## src/rtl/pipelined_adder_tree_acc.sv

```systemverilog
// Pipelined NUM_IN-input adder tree with full-precision levels, followed by a multi-beat
// group accumulator that emits one sum/count/overflow result per group over valid/ready.
module pipelined_adder_tree_acc #(
    parameter  int NUM_IN    = 9,
    parameter  int IN_W      = 16,
    parameter  int SIGNED    = 0,
    parameter  int ACC_W     = 32,
    parameter  int MAX_BEATS = 256,
    localparam int CNT_W     = $clog2(MAX_BEATS + 1)
) (
    input  logic                   clk,
    input  logic                   rst_n,
    input  logic                   in_valid,
    output logic                   in_ready,
    input  logic [NUM_IN*IN_W-1:0] in_data,
    input  logic                   in_last,
    output logic                   out_valid,
    input  logic                   out_ready,
    output logic [ACC_W-1:0]       out_sum,
    output logic [CNT_W-1:0]       out_beats,
    output logic                   out_overflow
);
    localparam int LV = $clog2(NUM_IN);
    localparam int TW = IN_W + LV;

    function automatic int nodes_at(input int lvl);
        return (NUM_IN + (1 << lvl) - 1) >> lvl;
    endfunction

    logic             w_adv;
    logic [TW-1:0]    w_top;
    logic             w_top_vld;
    logic             w_top_last;
    logic [ACC_W-1:0] w_ext;
    logic [ACC_W-1:0] w_base;
    logic [ACC_W:0]   w_add;
    logic [ACC_W-1:0] w_acc_next;
    logic             w_ovf;
    logic             w_sticky_now;
    logic [CNT_W-1:0] w_cnt_next;

    logic [ACC_W-1:0] r_acc;
    logic [CNT_W-1:0] r_cnt;
    logic             r_start;
    logic             r_sticky;
    logic [ACC_W-1:0] r_out_sum;
    logic [CNT_W-1:0] r_out_beats;
    logic             r_out_ovf;
    logic             r_out_valid;

    // The whole pipeline moves as one unit: it advances whenever the output slot is free or being drained.
    assign w_adv    = !r_out_valid || out_ready;
    assign in_ready = w_adv;

    generate
        for (genvar l = 0; l <= LV; l++) begin : g_lvl
            localparam int N = nodes_at(l);
            localparam int W = IN_W + l;
            logic [N*W-1:0] w_node;
            logic           w_vld;
            logic           w_last;
            if (l == 0) begin : g_in
                assign w_node = in_data;
                assign w_vld  = in_valid;
                assign w_last = in_last;
            end else begin : g_reg
                localparam int NP = nodes_at(l - 1);
                logic [N*W-1:0] w_sum;
                logic [N*W-1:0] r_node;
                logic           r_vld;
                logic           r_last;
                for (genvar j = 0; j < N; j++) begin : g_node
                    logic [W-2:0] w_a;
                    assign w_a = g_lvl[l-1].w_node[(2*j)*(W-1) +: (W-1)];
                    if (2*j + 1 < NP) begin : g_add
                        logic [W-2:0] w_b;
                        assign w_b = g_lvl[l-1].w_node[(2*j+1)*(W-1) +: (W-1)];
                        if (SIGNED != 0) begin : g_s
                            assign w_sum[j*W +: W] = W'($signed(w_a)) + W'($signed(w_b));
                        end else begin : g_u
                            assign w_sum[j*W +: W] = W'(w_a) + W'(w_b);
                        end
                    end else begin : g_pass
                        if (SIGNED != 0) begin : g_s
                            assign w_sum[j*W +: W] = W'($signed(w_a));
                        end else begin : g_u
                            assign w_sum[j*W +: W] = W'(w_a);
                        end
                    end
                end
                // Tree level register; one bit wider than the level below so no carry is lost.
                always_ff @(posedge clk or negedge rst_n) begin
                    if (!rst_n) begin
                        r_vld  <= 1'b0;
                        r_last <= 1'b0;
                        r_node <= '0;
                    end else if (w_adv) begin
                        r_vld  <= g_lvl[l-1].w_vld;
                        r_last <= g_lvl[l-1].w_last;
                        r_node <= w_sum;
                    end
                end
                assign w_node = r_node;
                assign w_vld  = r_vld;
                assign w_last = r_last;
            end
        end

        if (SIGNED != 0) begin : g_ext_s
            assign w_ext = ACC_W'($signed(w_top));
        end else begin : g_ext_u
            assign w_ext = ACC_W'(w_top);
        end
    endgenerate

    assign w_top      = g_lvl[LV].w_node;
    assign w_top_vld  = g_lvl[LV].w_vld;
    assign w_top_last = g_lvl[LV].w_last;

    // Accumulate-stage arithmetic: group restart, overflow detection and saturating beat count.
    always_comb begin
        w_base       = '0;
        w_ovf        = 1'b0;
        w_cnt_next   = r_cnt;
        if (r_start) begin
            w_base = '0;
        end else begin
            w_base = r_acc;
        end
        w_add      = {1'b0, w_base} + {1'b0, w_ext};
        w_acc_next = w_add[ACC_W-1:0];
        if (SIGNED != 0) begin
            w_ovf = (w_base[ACC_W-1] == w_ext[ACC_W-1]) && (w_acc_next[ACC_W-1] != w_base[ACC_W-1]);
        end else begin
            w_ovf = w_add[ACC_W];
        end
        w_sticky_now = (r_start ? 1'b0 : r_sticky) | w_ovf;
        if (r_start) begin
            w_cnt_next = CNT_W'(1);
        end else if (r_cnt == CNT_W'(MAX_BEATS)) begin
            w_cnt_next = r_cnt;
        end else begin
            w_cnt_next = r_cnt + CNT_W'(1);
        end
    end

    // Accumulator state and the held result slot; a completing group may refill the slot as it drains.
    always_ff @(posedge clk or negedge rst_n) begin
        if (!rst_n) begin
            r_acc       <= '0;
            r_cnt       <= '0;
            r_start     <= 1'b1;
            r_sticky    <= 1'b0;
            r_out_sum   <= '0;
            r_out_beats <= '0;
            r_out_ovf   <= 1'b0;
            r_out_valid <= 1'b0;
        end else if (w_adv) begin
            if (w_top_vld) begin
                r_acc    <= w_acc_next;
                r_cnt    <= w_cnt_next;
                r_sticky <= w_sticky_now;
                r_start  <= w_top_last;
            end
            if (w_top_vld && w_top_last) begin
                r_out_sum   <= w_acc_next;
                r_out_beats <= w_cnt_next;
                r_out_ovf   <= w_sticky_now;
                r_out_valid <= 1'b1;
            end else begin
                r_out_valid <= 1'b0;
            end
        end
    end

    assign out_valid    = r_out_valid;
    assign out_sum      = r_out_sum;
    assign out_beats    = r_out_beats;
    assign out_overflow = r_out_ovf;

endmodule

```

## config.mk

```make
export PLATFORM = sky130hd
export DESIGN_NAME = pipelined_adder_tree_acc
export DESIGN_NICKNAME = d
export VERILOG_FILES = /design/src/rtl/pipelined_adder_tree_acc.sv
export SDC_FILE = /design/constraint.sdc
export NUM_CORES = 1
export LEC_CHECK = 0
export ABC_AREA = 1
export BUFFER_PORTS_ARGS = -buffer_cell sky130_fd_sc_hd__buf_4
export CORE_MARGIN = 3
export CORE_UTILIZATION = 60
export DETAILED_ROUTE_END_ITERATION = 16
export MAX_ROUTING_LAYER = met4
export PLACE_DENSITY = 0.78
export RECOVER_POWER = 25
export SLEW_MARGIN = 15
export SYNTH_ARGS = -nofsm -noshare
export SYNTH_HDL_FRONTEND = slang
export SYNTH_SLANG_ARGS = --single-unit
```

## constraint.sdc

```tcl
create_clock -name clk -period 7.6 [get_ports clk]
set_input_delay 0.38 -clock clk [delete_from_list [all_inputs] [get_ports clk]]
set_output_delay 0.38 -clock clk [all_outputs]
set_load 0.05 [all_outputs]
```

* Word-level counts from Yosys, hierarchy flattened *
Index checks and enable logic that the tools add are counted.

cells by class
  add/sub/neg operators = 10
  reduce and logical (&&, ||, !) cells = 5
  bitwise logic cells = 1
  muxes and demuxes = 5
  equal/unequal tests = 1

operator list
  operator               number
  $add A16 B16 Y17       4
  $add A17 B17 Y18       2
  $add A32 B20 Y33       1
  $mux W32               1
  $add A19 B16 Y20       1
  $add A18 B18 Y19       1
  $mux W9                2
  $add A9 B1 Y9 const B  1
  $eq A9 B9 Y1 const B   1
  $reduce_and A2 Y1      2
  $mux W1                2
  $logic_and A1 B1 Y1    1
  $logic_not A1 Y1       1
  $logic_or A1 B1 Y1     1
  $or A1 B1 Y1           1

word-level totals
  logic and storage cells = 42
  bits in registers = 285
  output and inout port bits = 44

* Logic depth before layout (Yosys ltp) *
  depth after elaboration = 3
  mapped depth = 16
  depth with buffers taken out = 15

* Least setup slack after synthesis *
OpenSTA, ideal clock, no wires.

  kind = reg-to-reg
  start point = register r_start
  end point = register r_acc[12]
  setup slack = 5.135 ns
  data required time = 7.469 ns
  cell stages (with the launch flop) = 15
  buffers on the path = 2
  arrival time = 2.334 ns
  library setup time = 0.131 ns
  cell sequence = dfstp_2 buf_6 clkbuf_1 nor2_1 ha_1 fa_1 nand2_1 nand3_1 nand3_1 nand2_1 nand2_1 nand2_1 xor2_1 nand2_1 o21ai_0

on the way
  cells in the longest elaborated chain, start to end = 2

RTL lines
  what                    RTL line  RTL
  from (decl)             44        logic r_start;
  from (signal assigned)  163       r_start <= w_top_last;
  $mux W32                125       if (r_start) begin
  $add A32 B20 Y33        130       w_add = {1'b0, w_base} + {1'b0, w_ext};
  to (signal assigned)    160       r_acc <= w_acc_next;
  to (decl)               42        logic [ACC_W-1:0] r_acc;

Every way passes these cells.
A chain may end at the register's enable or synchronous reset.

* Worst setup path in the final report *
  start point = register r_out_valid, in the netlist out_valid
  end point = output in_ready

on the way
  cells in the longest elaborated chain, start to end = 2

RTL lines
  what                    RTL line  RTL
  from (decl)             49        logic r_out_valid;
  from (signal assigned)  157       r_out_valid <= 1'b0;
  from (signal assigned)  169       r_out_valid <= 1'b1;
  from (signal assigned)  171       r_out_valid <= 1'b0;
  $logic_not A1 Y1        52        assign w_adv = !r_out_valid || out_ready;
  $logic_or A1 B1 Y1      52
  to (decl)               14        output logic in_ready,

Every way passes these cells.

==> run_results.csv <==
group,metric,value,unit
run_status,run_status,"finished, final reports clean",
clocking,cts_buffer_depth,3,
pwr,p_total,9.444,mW
run,drv_cap,0,
logic_synthesis,synth_largest_area_cell,"dfrtp_1",
detailed_routing,viasPerCell,5.354,
timing,slew_viol_final,0,
detailed_routing,routedWlPerCell,14.50,µm
global_route,grt_pass1_vias,18006,
finish,fin_util,69.60,%
clocking,cts_hold_buf,1,
timing,clock_skew,4.833,ps
finish,nNetsFinal,3263,
placement,place_hpwl,37.64,mm
logic_synthesis,synth_edf_count,0,
logic_synthesis,syn_area,0.01955,mm²
floorplanning,io_pins,193,
logic_synthesis,ys_dominant_reg_cell,"dfrtp_1",
detailed_routing,drtIter0Drc,1112,
finish,final_cells,3407,
critical_path,cp_data_arrival_time,3640,ps
placement,dpl-instance-area,0.02129,mm²
logic_synthesis,synth_cells,2783,
placement,port_buffers,192,
logic_synthesis,ys_types,46,
timing,hold_slack,28.91,ps
finish,syn2layout_area_growth,13.24,%
clocking,cts_tree,"built",
finish,drive_above_1_share,8.008,%
detailed_routing,num_vias,18241,
floorplanning,die_y,186.5,µm
placement,place_inst,3354,
critical_path,critPathRequiredTime,7220,ps
logic_synthesis,synth_top_area_share,36.36,%
clocking,ctsResizeCount,0,
timing,fmax,248.7,MHz
detailed_routing,ant_nets,0,
global_route,grt_pass1_wl,83.06,mm
min_path,hold_class,"primary input to register",
timing,finalSetupViolCount,0,
detailed_routing,drt-pass1-iter-count,5,
logic_synthesis,ys_top_cells_by_count,"nand2_1 (1091), dfrtp_1 (284), inv_1 (284), nand3_1 (221), nor2_1 (186)",
global_route,grt-ovfl-total,0,
critical_path,critPathMaxFanout,84,
timing,slew_headroom,3.014,%
timing,tns,0,ps
critical_path,crit_type,"register to output port",
detailed_routing,totalWireLength,49.39,mm
logic_synthesis,ys_top_cells_by_area,"dfrtp_1 (36%), nand2_1 (21%), ha_1 (9.9%)",
logic_synthesis,synth_seq_area_share,36.49,%
floorplanning,die_w,186.5,µm
clocking,insertion_delay,540,ps
global_route,grt_usage,28.89,%
timing,post-route-period-util,52.92,%
clocking,cts.sinks,285,
clocking,numCtsBuffers,29,
global_route,antenna_found_initial,0,
finish,diodes,0,
clocking,path_clk_slew,60,ps
clocking,cts_setup_buffers,0,
critical_path,critPathCaptureType,"output port",
logic_synthesis,synth.most_common_cell,"nand2_1",
global_route,grt_max_degree,118,
clocking,clockRootBuffer,"clkbuf_16",
timing,fin_crit,4022,ps
floorplanning,start_util,61.47,%
pwr,leakagePower,11.96,nW
critical_path,rrSetupSlack,4260,ps
floorplanning,die_area,0.03478,mm²
floorplanning,num_rows,65,
logic_synthesis,yosys_warnings,0,
pwr,irDropWorstVdd,232.7,µV
logic_synthesis,syn_nets,3095,
detailed_routing,drc_errors,0,
floorplanning,fp.coreArea,0.03180,mm²
timing,worst_pin_slew,1449,ps
critical_path,start_kind,"register",
logic_synthesis,syn_area_per_cell,7.023,µm²
logic_synthesis,ys_ff_latch,285,
logic_synthesis,ys_async_sr_fraction,100.0,%
placement,finalWeightedCongestion,0.9249,
timing,fin_ws,3578,ps
finish,final_area,0.02213,mm²
timing,finalHoldViolCount,0,
placement,dp_slack,4753,ps
pwr,power_density,426.7,mW/mm²
clocking,h-tree-depth,1,
timing,rsz0062_at_grt,"false",
## critical path, stage by stage, from the launching register on
cell	delay, ps
dfrtp_1	360
inv_1	50
nor2_1	1070
inv_4	660
buf_4	580
buf_4	330
## per-layer routing
layer  vias to the layer above  track usage, %  part of all wire, %
li1                       9279               -                    -
met1                      8366           33.83                   42
met2                       473           50.54                   49
met3                       123           3.889                  5.0
met4                         0           11.54                  4.4
met5                         -               -                    0
## power breakdown
group          internal, mW  switching, mW
Clock                 0.896          0.579
Sequential             2.16          0.487
Combinational          1.83           3.48
Total                  4.89           4.55
## layout make-up
class	count	area (µm²)
flip-flops and latches	285	7133
inverters	291	1102
well taps	435	544.3
clock inverters	7	113.9
clock buffers	45	885.9
repair buffers	201	1358
fillers	2810	9666
multi-input cells	2143	11000
## placed cells by master (no fill, tap or decap), drive strengths merged, types with 6 or more instances in the layout
master	instances
nand2	1097
inv	291
dfrtp	284
nand3	223
nor2	195
buf	157
ha	154
o21ai	153
a21oi	113
clkbuf	88
xnor2	40
nor3	27
xor2	25
nand3b	24
a31oi	14
a21o	14
nand4	12
o21bai	12
o21a	9
fa	9
o211ai	7
or2	6
## final timing paths
kind,cells past startpoint,startpoint,end
max,5,out_valid,in_ready
min,3,in_data[138],g_lvl[1].g_reg.r_node[78]
max reg2reg,8,out_valid,out_sum[14]
min reg2reg,2,g_lvl[1].g_reg.r_node[71],g_lvl[2].g_reg.r_node[39]
max in group asynchronous,3,rst_n,r_acc[26]
min in group asynchronous,2,rst_n,g_lvl[2].g_reg.r_node[1]
## cells by family after synthesis
| family | count (synthesis) | synth area share, % |
|---|---|---|
| AOI/OAI and AO/OA | 327 | 9.167 |
| DFF | 285 | 36.49 |
| adders and majority gates | 163 | 10.78 |
| buffers and inverters | 355 | 7.208 |
| and+or+nand+nor | 1588 | 33.44 |
| xor gates and xnor gates | 65 | 2.913 |
## registers in the layout (all words and copies together) (netlist names)
register / count
g_lvl.g_reg.r_last: 4
r_cnt: 9
out_overflow: 1
r_acc: 32
g_lvl.g_reg.r_node: 191
r_start: 1
out_valid: 1
out_beats: 9
g_lvl.g_reg.r_vld: 4
out_sum: 32
r_sticky: 1
(Power assumes the default switching activity.)
